<file path="src/rtl/ps2_key_decoder.sv">
// ---------------------------------------------------------------------------
// ps2_key_decoder
//
// Purpose:
//   Pops bytes from the ps2_keyboard receive FIFO one at a time and decodes
//   the PS/2 scan-code set 2 byte stream. E0 (extended) and F0 (break)
//   prefixes are tracked so that each make code can be told apart from a
//   release or a typematic repeat. The block presents the most recent make
//   code together with its ASCII value, a one-cycle pulse for every new
//   press, a running press counter and a held-key indicator.
//
// Ports:
//   clk            in   system clock, shared with ps2_keyboard
//   resetn         in   asynchronous active-low reset
//   kb_data[7:0]   in   FIFO head byte from ps2_keyboard
//   kb_ready       in   FIFO non-empty flag from ps2_keyboard
//   kb_nextdata_n  out  active-low pop strobe back to ps2_keyboard
//   scan_code[7:0] out  low byte of the last new make code
//   ext            out  last new make code carried an E0 prefix
//   ascii[7:0]     out  ASCII of scan_code (0x00 if unmapped or extended)
//   key_down       out  a key is currently held
//   key_valid      out  one-cycle pulse per new press (not on repeats)
//   key_count      out  new presses since reset, wraps modulo 2^COUNT_W
//
// Parameters:
//   COUNT_W        width of key_count
//
// Build options:
//   PS2_SHIFT_EN   when defined, left/right shift (0x12 / 0x59) are tracked
//                  as a modifier and select uppercase letters; when not
//                  defined they behave like any other key.
// ---------------------------------------------------------------------------
module ps2_key_decoder #(
  parameter int COUNT_W = 8
) (
  input  logic               clk,
  input  logic               resetn,
  input  logic [7:0]         kb_data,
  input  logic               kb_ready,
  output logic               kb_nextdata_n,
  output logic [7:0]         scan_code,
  output logic               ext,
  output logic [7:0]         ascii,
  output logic               key_down,
  output logic               key_valid,
  output logic [COUNT_W-1:0] key_count
);

  typedef enum logic [1:0] {
    ST_IDLE = 2'd0,
    ST_POP  = 2'd1,
    ST_WAIT = 2'd2
  } state_t;

  state_t      state;
  state_t      state_next;

  logic        load_byte;
  logic        process_byte;

  logic [7:0]  byte_r;
  logic        ext_pend;
  logic        brk_pend;
  logic [8:0]  held_code;

  logic        is_err;
  logic        is_e0;
  logic        is_f0;
  logic        plain;
  logic        is_shift;
  logic        upper;
  logic        code_match;
  logic        new_press;
  logic        release_hit;

  // ASCII lookup for set-2 make codes. Letters come back lowercase unless
  // the upper flag is set; digits and space ignore it.
  function automatic logic [7:0] ascii_lookup(input logic [7:0] code,
                                              input logic       up);
    logic [7:0] letter;
    logic [7:0] other;
    letter = 8'h00;
    other  = 8'h00;
    case (code)
      8'h1C: letter = 8'h61; // a
      8'h32: letter = 8'h62; // b
      8'h21: letter = 8'h63; // c
      8'h23: letter = 8'h64; // d
      8'h24: letter = 8'h65; // e
      8'h2B: letter = 8'h66; // f
      8'h34: letter = 8'h67; // g
      8'h33: letter = 8'h68; // h
      8'h43: letter = 8'h69; // i
      8'h3B: letter = 8'h6A; // j
      8'h42: letter = 8'h6B; // k
      8'h4B: letter = 8'h6C; // l
      8'h3A: letter = 8'h6D; // m
      8'h31: letter = 8'h6E; // n
      8'h44: letter = 8'h6F; // o
      8'h4D: letter = 8'h70; // p
      8'h15: letter = 8'h71; // q
      8'h2D: letter = 8'h72; // r
      8'h1B: letter = 8'h73; // s
      8'h2C: letter = 8'h74; // t
      8'h3C: letter = 8'h75; // u
      8'h2A: letter = 8'h76; // v
      8'h1D: letter = 8'h77; // w
      8'h22: letter = 8'h78; // x
      8'h35: letter = 8'h79; // y
      8'h1A: letter = 8'h7A; // z
      8'h45: other  = 8'h30; // 0
      8'h16: other  = 8'h31; // 1
      8'h1E: other  = 8'h32; // 2
      8'h26: other  = 8'h33; // 3
      8'h25: other  = 8'h34; // 4
      8'h2E: other  = 8'h35; // 5
      8'h36: other  = 8'h36; // 6
      8'h3D: other  = 8'h37; // 7
      8'h3E: other  = 8'h38; // 8
      8'h46: other  = 8'h39; // 9
      8'h29: other  = 8'h20; // space
      default: begin
        letter = 8'h00;
        other  = 8'h00;
      end
    endcase
    if (letter != 8'h00) begin
      return up ? (letter - 8'h20) : letter;
    end
    return other;
  endfunction

  // FSM state register.
  always_ff @(posedge clk or negedge resetn) begin
    if (!resetn) begin
      state <= ST_IDLE;
    end else begin
      state <= state_next;
    end
  end

  // FSM next state: one byte takes IDLE -> POP -> WAIT, so the FIFO read
  // pointer and kb_ready have a full cycle to settle after each pop.
  always_comb begin
    state_next = state;
    case (state)
      ST_IDLE: if (kb_ready) state_next = ST_POP;
      ST_POP:  state_next = ST_WAIT;
      ST_WAIT: state_next = ST_IDLE;
      default: state_next = ST_IDLE;
    endcase
  end

  // FSM outputs: the pop strobe is decoded from the state alone, so it can
  // only ever be low for the single POP cycle.
  always_comb begin
    kb_nextdata_n = 1'b1;
    load_byte     = 1'b0;
    process_byte  = 1'b0;
    case (state)
      ST_IDLE: load_byte     = kb_ready;
      ST_POP:  kb_nextdata_n = 1'b0;
      ST_WAIT: process_byte  = 1'b1;
      default: kb_nextdata_n = 1'b1;
    endcase
  end

`ifdef PS2_SHIFT_EN
  logic shift_held;

  // Only the non-extended codes count as shift; E0 12 appears inside the
  // print-screen sequence and must not latch the modifier.
  assign is_shift = !ext_pend && ((byte_r == 8'h12) || (byte_r == 8'h59));
  assign upper    = shift_held;

  // Shift make sets the modifier, shift break clears it.
  always_ff @(posedge clk or negedge resetn) begin
    if (!resetn) begin
      shift_held <= 1'b0;
    end else if (process_byte && plain && is_shift) begin
      shift_held <= !brk_pend;
    end
  end
`else
  assign is_shift = 1'b0;
  assign upper    = 1'b0;
`endif

  // Byte classification for the WAIT cycle. A plain byte is anything that
  // is not an error marker or a prefix; its meaning depends on the pending
  // prefixes and on the currently held code.
  always_comb begin
    is_err      = (byte_r == 8'h00) || (byte_r == 8'hFF);
    is_e0       = (byte_r == 8'hE0);
    is_f0       = (byte_r == 8'hF0);
    plain       = !is_err && !is_e0 && !is_f0;
    code_match  = key_down && (held_code == {ext_pend, byte_r});
    new_press   = process_byte && plain && !is_shift && !brk_pend && !code_match;
    release_hit = process_byte && plain && !is_shift &&  brk_pend &&  code_match;
  end

  // Datapath: prefix flags, held code and all registered outputs. A break
  // of a key other than the held one leaves key_down untouched, which is
  // how a second key pressed over the first takes over the held slot.
  always_ff @(posedge clk or negedge resetn) begin
    if (!resetn) begin
      byte_r    <= 8'h00;
      ext_pend  <= 1'b0;
      brk_pend  <= 1'b0;
      held_code <= 9'h000;
      scan_code <= 8'h00;
      ext       <= 1'b0;
      ascii     <= 8'h00;
      key_down  <= 1'b0;
      key_valid <= 1'b0;
      key_count <= '0;
    end else begin
      key_valid <= new_press;

      if (load_byte) begin
        byte_r <= kb_data;
      end

      if (process_byte) begin
        if (is_e0) begin
          ext_pend <= 1'b1;
        end else if (is_f0) begin
          brk_pend <= 1'b1;
        end else begin
          ext_pend <= 1'b0;
          brk_pend <= 1'b0;
        end
      end

      if (release_hit) begin
        key_down <= 1'b0;
      end

      if (new_press) begin
        held_code <= {ext_pend, byte_r};
        scan_code <= byte_r;
        ext       <= ext_pend;
        ascii     <= ext_pend ? 8'h00 : ascii_lookup(byte_r, upper);
        key_down  <= 1'b1;
        key_count <= key_count + 1'b1;
      end
    end
  end

endmodule
</file>
<file path="config.mk">
export PLATFORM = sky130hd
export DESIGN_NAME = ps2_key_decoder
export DESIGN_NICKNAME = d
export VERILOG_FILES = /design/src/rtl/ps2_key_decoder.sv
export SDC_FILE = /design/constraint.sdc
export NUM_CORES = 1
export LEC_CHECK = 0
export ABC_AREA = 1
export CELL_PAD_IN_SITES_DETAIL_PLACEMENT = 1
export CELL_PAD_IN_SITES_GLOBAL_PLACEMENT = 2
export CORE_ASPECT_RATIO = 1.2
export CORE_MARGIN = 4
export CORE_UTILIZATION = 32
export DETAILED_ROUTE_END_ITERATION = 10
export PLACE_DENSITY_LB_ADDON = 0.1
export SYNTH_ARGS = -nofsm -noshare
export SYNTH_HDL_FRONTEND = slang
export SYNTH_SLANG_ARGS = --single-unit
</file>
<file path="constraint.sdc">
create_clock -name clk -period 4.42 [get_ports clk]
set_input_delay 0.884 -clock clk [delete_from_list [all_inputs] [get_ports clk]]
set_output_delay 0.884 -clock clk [all_outputs]
set_load 0.01 [all_outputs]
</file>
==> impl_metrics.env, run 1 <==
export IMPL_status="finished, final reports clean"
export IMPL_synth_top_area_share_pct=39.1
export IMPL_wire_per_inst_um=14.5
export IMPL_hold_buffers=0
export IMPL_cts_tree="done"
export IMPL_ys_seq_area_share_pct=39.1
export IMPL_die_w_um=87.5
export IMPL_finalHoldViolations=0
export IMPL_io_buffers=37
export IMPL_insertion_delay_ns=0.30
export IMPL_worstPathRequired_ns=3.54
export IMPL_maxCapViolations=0
export IMPL_first_global_vias=2471
export IMPL_grt_usage_pct=16.6
export IMPL_r2r_slack_ns=2.30
export IMPL_gp_congestion=0.778
export IMPL_ant_nets=0
export IMPL_crit_path_end_kind="primary output"
export IMPL_cts_htree_levels=2
export IMPL_via_count=2318
export IMPL_crit_arrival_ns=1.37
export IMPL_die_area_um2=9060
export IMPL_critPathMaxFanout=2
export IMPL_syn_avg_cell_area_um2=6.81
export IMPL_synth_edf_count=0
export IMPL_yosys_area_top_type="dfrtp_1"
export IMPL_powerDensity_nw_per_um2=542
export IMPL_hold_path_startpoint="state[1]$_DFFE_PN0P_"
export IMPL_fp_coreArea_um2=7320
export IMPL_crit_path_max_incr_delay_ns=0.52
export IMPL_reg2regPathDepth=10
export IMPL_dp_hpwl_um=5600
export IMPL_path_class="flop to primary output"
export IMPL_cp_cell_sequence="inv_1, nor2_1, inv_1, clkdlybuf4s50_1"
export IMPL_ir_worst_vdd_mv=0.232
export IMPL_finalCritPeriodShare_pct=51.0
export IMPL_start_util_pct=33.2
export IMPL_finalPower_mw=1.62
export IMPL_cpMaxStageDelayCell="clkdlybuf4s50_1"
export IMPL_placed_area_um2=2850
export IMPL_top_level_ports=39
export IMPL_cts_root_buf="clkbuf_8"
export IMPL_min_path_cells=1
export IMPL_min_to="state[1]$_DFFE_PN0P_"
export IMPL_die_y_um=103
export IMPL_drc=0
export IMPL_grt_overflow_total=0
export IMPL_grt_max_degree=39
export IMPL_synth_ff_type="dfrtp_1"
export IMPL_synthesis_area_um2=2430
export IMPL_timing_final_crit_period_ns=2.25
export IMPL_synth_seq_cells=38
export IMPL_slew_viol_final=0
export IMPL_drive_gt1_share_pct=9.14
export IMPL_setup_violations=0
export IMPL_grt_pass1_wl_um=11800
export IMPL_antenna_found_initial=0
export IMPL_start_kind="flop"
export IMPL_cp_common_cell="inv_1"
export IMPL_post_cts_buffers=0
export IMPL_synthesis_nets=369
export IMPL_yosys_warnings=0
export IMPL_drtIter0Drc=63
export IMPL_finalInstanceArea_um2=2980
export IMPL_r2r_start="byte_r[3]$_DFFE_PN0P_"
export IMPL_setup_tns_ns=0
export IMPL_cts_made_buffers=5
export IMPL_p_leak_nw=1.52
export IMPL_diodes=0
export IMPL_syn_inst=357
export IMPL_clock_skew_ns=0.0110
export IMPL_clock_fmax_mhz=444
export IMPL_worstMarginPinSlew_ns=0.877
export IMPL_drt_pass1_iter_count=4
export IMPL_drt_wl_total_um=7030
export IMPL_post_place_ws_ns=2.11
export IMPL_holdWs_ns=0.453
export IMPL_timing_rr_end="ascii[5]$_DFFE_PN0P_"
export IMPL_synth_cell_types=29
export IMPL_fp_row_count=34
export IMPL_cts_resized=0
export IMPL_setup_ws_ns=2.17
export IMPL_synth_area_leaders="dfrtp_1, nand2_1, nor2_1, nand3_1, o21ai_0"
export IMPL_clk_pin_slew_ns=0.08
export IMPL_yosysMostFrequentCell="nand2_1"
export IMPL_area_delta_synth_final_pct=22.8
export IMPL_vias_per_cell=4.79
export IMPL_synth_common_cells="nand2_1, nor2_1, dfrtp_1"
export IMPL_rsz0062_at_grt="no"
export IMPL_clock_sink_count=38
export IMPL_async_reset_ff_share_pct=100
export IMPL_hp_class="flop to flop"
export IMPL_slew_headroom_pct=41.5
export IMPL_final_nets=405
export IMPL_clk_path_buf_depth=2
-- report_power, final --
part | internal, mW | total [mW] | switching, mW
clock | 0.226 | 0.360 | 0.134
combinational | 0.306 | 0.669 | 0.363
sequential | 0.464 | 0.587 | 0.123
-- how the worst max path moves through the flow --
stage | start | to | slack [ns]
6_report | state[0]$_DFFE_PN0P_ | kb_nextdata_n | 2.17
3_5_place_dp | kb_ready | byte_r[0]$_DFFE_PN0P_ | 2.11
5_1_grt | byte_r[3]$_DFFE_PN0P_ | ascii[5]$_DFFE_PN0P_ | 1.98
3_3_place_gp | kb_ready | byte_r[0]$_DFFE_PN0P_ | 2.11
2_1_floorplan | byte_r[4]$_DFFE_PN0P_ | ascii[1]$_DFFE_PN0P_ | 2.87
4_1_cts | state[0]$_DFFE_PN0P_ | kb_nextdata_n | 2.14
-- final cells by class --
type / instances / area [µm²]
clock buffer: 5 / 68.8
clock inverter: 3 / 68.8
fill: 944 / 4330
inverter: 28 / 105
multi-input combinational: 283 / 1310
sequential: 38 / 951
tap: 90 / 113
timing repair buffer: 37 / 365
-- registers in the layout, summed over array words and instances (netlist names) --
name and cells:
ext_pend 1, ext 1, byte_r 8, scan_code 7
key_down 1, key_valid 1, brk_pend 1, state 2
key_count 8, ascii 7, held_code 1
-- cells in the final DEF (no fill, tap or decap) --
cell and count:
conb_1 1, xnor2_1 7, nand2_2 6, nor2_2 8, ha_1 1, nand2_1 132, inv_2 6, clkdlybuf4s50_1 36
and2_1 1, o21ai_0 23, inv_1 21, xor2_1 4, nor3_2 1, buf_2 1, clkinv_1 1, clkbuf_8 5
or2_2 1, or2_0 1, nor2_4 3, clkinv_4 1, nand3b_1 1, nor2_1 50, nand4_1 8, bufinv_16 2
a21oi_1 5, a31oi_1 2, or2_1 2, nand2_4 2, nand3_1 24, dfrtp_1 38
-- per-stage QoR --
stage | util [%] | instances
2_1_floorplan | - | 357
3_3_place_gp | 38.9 | 476
3_5_place_dp | 38.9 | 476
4_1_cts | 40.8 | 484
5_1_grt | 40.8 | 484
6_report | 40.8 | 484
-- per-layer routing --
layer  global-route usage, %  routed length (µm)  up-vias
met3                    1.90                 143        9
met2                    29.1                3460       24
met4                    5.08                 133        0
li1                        -                   -     1193
met5                       0                   0        -
met1                    21.4                3290     1092
-- critical path, delay by kind of cell, from the launching register on --
| kind | cells | cell delay, ns |
|---|---|---|
| buffers and inverters | 3 | 0.64 |
| AND/OR/NAND/NOR | 1 | 0.05 |
| flip-flops | 1 | 0.39 |
-- logic make-up after synthesis --
kind of cell | Yosys count | synth area share [%]
AO/OA/AOI/OAI | 30 | 6.28
AND/OR/NAND/NOR | 240 | 43.0
adder cells (fa/ha/maj) | 1 | 0.515
buffers and inverters | 36 | 6.90
flip-flops | 38 | 39.1
other | 1 | 0.154
XOR/XNOR | 11 | 3.96
(Power assumes the default switching activity.)
==> inputs of run 2 (changes only) <==
CORE_UTILIZATION = 26   (was 32)
clock period = 2 ns   (was 4.42 ns; I/O delays follow)
==> run 2 against run 1 <==
  * Flip-flop and latch count stayed put
  * Sequential share of layout area decreased by 1.8 points
  * Clock-buffer cell count unchanged
  * Die area is 21% higher
  * Via count increased by 3.8%
  * Total power rose by 130%
  * Largest power group unchanged
==> impl_metrics.env, run 2 (synthesis gave the netlist of run 1 again) <==
export IMPL_drt_wl_total_um=7460
export IMPL_grt_overflow_total=0
export IMPL_wire_per_inst_um=14.1
export IMPL_grt_util_met3_pct=1.72
export IMPL_gp_congestion=0.814
export IMPL_grt_busiest_layer="met2"
export IMPL_finalHoldViolations=0
export IMPL_maxCapViolations=0
export IMPL_vias_per_cell=4.56
export IMPL_grt_pass1_wl_um=12300
export IMPL_multi_input_area_um2=1340
export IMPL_start_kind="flop"
export IMPL_worstPathRequired_ns=2.18
export IMPL_cts_tree="done"
export IMPL_fp_row_count=38
export IMPL_final_nets=419
export IMPL_fp_coreArea_um2=9080
export IMPL_finalCritPeriodShare_pct=91.2
export IMPL_setup_violations=0
export IMPL_timing_final_crit_period_ns=1.82
export IMPL_final_common_cell="nand2_1"
export IMPL_hold_buffers=0
export IMPL_die_area_um2=11000
export IMPL_die_w_um=96.3
export IMPL_clk_path_buf_depth=2
export IMPL_drc=0
export IMPL_dp_hpwl_um=5830
export IMPL_start_util_pct=26.8
export IMPL_area_delta_synth_final_pct=30.6
export IMPL_io_buffers=37
export IMPL_clk_pin_slew_ns=0.08
export IMPL_crit_arrival_ns=2.00
export IMPL_antenna_found_initial=0
export IMPL_layout_cells_most_common_list="nand2_1, nor2_1, clkdlybuf4s50_1"
export IMPL_cts_htree_levels=2
export IMPL_seq_area_um2=956
export IMPL_p_leak_nw=1.60
export IMPL_drive_gt1_share_pct=14.7
export IMPL_stdcell_count=528
export IMPL_clock_skew_ns=0.00802
export IMPL_insertion_delay_ns=0.29
export IMPL_status="finished, final reports clean"
export IMPL_hp_class="input pin to asynchronous set/reset pin"
export IMPL_top_level_ports=39
export IMPL_die_y_um=114
export IMPL_first_global_vias=2494
export IMPL_holdWs_ns=0.151
export IMPL_met1_usage_pct=18.2
export IMPL_drtIter0Drc=64
export IMPL_fillCellCount=1138
export IMPL_slew_viol_final=0
export IMPL_crit_path_end_kind="flop"
export IMPL_met2_usage_pct=25.4
export IMPL_path_class="flop to flop"
export IMPL_cts_made_buffers=5
export IMPL_clock_fmax_mhz=548
export IMPL_top_regs="byte_r: 8 flops, key_count: 8 flops"
export IMPL_final_util_pct=34.9
export IMPL_setup_tns_ns=0
export IMPL_rsz0062_at_grt="no"
export IMPL_grt_usage_pct=14.4
export IMPL_cts_root_buf="clkbuf_8"
export IMPL_drt_pass1_iter_count=4
export IMPL_ant_nets=0
export IMPL_critPathMaxFanout=13
export IMPL_slew_headroom_pct=66.1
export IMPL_clock_sink_count=38
export IMPL_powerDensity_nw_per_um2=1150
export IMPL_ir_worst_vdd_mv=0.338
export IMPL_via_count=2406
export IMPL_grt_max_degree=39
export IMPL_worstMarginPinSlew_ns=0.508
export IMPL_diodes=0
export IMPL_place_inst=518
==> run 2: cell types whose count changed in the layout (fill, tap and decap cells not counted), moves of 3 or more <==
cell     previous run  this run
buf_4               0        13
nand2_1           132       129
nand2_2             6         9
dfrtp_2             0         4
dfrtp_1            38        34
==> run 2: worst paths after layout <==
check,startpoint,endpoint,slack (ns),depth (start not counted)
hold / removal,resetn,state[0]$_DFFE_PN0P_,0.15,2
setup / recovery,byte_r[7]$_DFFE_PN0P_,ascii[5]$_DFFE_PN0P_,0.18,12
max in group asynchronous,resetn,byte_r[3]$_DFFE_PN0P_,1.46,2
min in group clk,state[1]$_DFFE_PN0P_,state[1]$_DFFE_PN0P_,0.46,1
setup reg to reg,byte_r[7]$_DFFE_PN0P_,ascii[5]$_DFFE_PN0P_,0.18,12
hold reg to reg,state[1]$_DFFE_PN0P_,state[1]$_DFFE_PN0P_,0.46,1
==> run 2: timing repair <==
| item | in CTS | in global routing |
|---|---|---|
| setup endpoints to repair | 0 | 9 |
| buffers inserted | 0 | 2 |
| resized for setup | 0 | 14 |
==> run 2: routing by layer <==
layer  part of all wire (%)  vias up
met5                      0        -
met2                     50       25
met3                    2.6        5
li1                       -     1215
met1                     46     1161
met4                    1.1        0
==> run 2: worst max-delay path, stage by stage, from the launching register on <==
cell and delay, ns:
dfrtp_1 0.42, inv_4 0.08, nand2_4 0.11, nor2_2 0.04
buf_4 0.19, nand2_2 0.09, nand2_1 0.08, nor2_4 0.14
nand2_2 0.07, nor2_4 0.21, nand2_4 0.09, nand2_1 0.10
nand3_1 0.08
==> run 2: power by group <==
part / internal (mW) / total (mW) / leakage, nW / switching [mW]
sequential: 1.03 / 1.29 / 0.482 / 0.265
combinational: 0.735 / 1.57 / 1.04 / 0.830
clock: 0.500 / 0.802 / 0.0683 / 0.301
total: 2.26 / 3.66 / 1.60 / 1.40
==> run 2: area by class of cell <==
cell class                      count  share of cell area [%]
Sequential cell                    38                    30.1
Inverter                           28                    3.39
Multi-Input combinational cell    283                    42.2
Clock buffer                        5                    2.17
Clock inverter                      3                    2.17
Tap cell                          120                    4.73
Timing Repair Buffer               51                    15.2
==> run 2: per-stage QoR <==
stage / instance area [µm²] / power (mW) / setup WS, ns
after floorplan: 2430 / 2.12 / 0.446
after global placement: 2990 / 2.85 / 0.0619
after detailed placement: 2990 / 2.87 / 0.0525
after CTS: 3120 / 3.69 / 0.0295
after global routing: 3170 / 3.95 / 0.00223
final: 3170 / 3.66 / 0.177
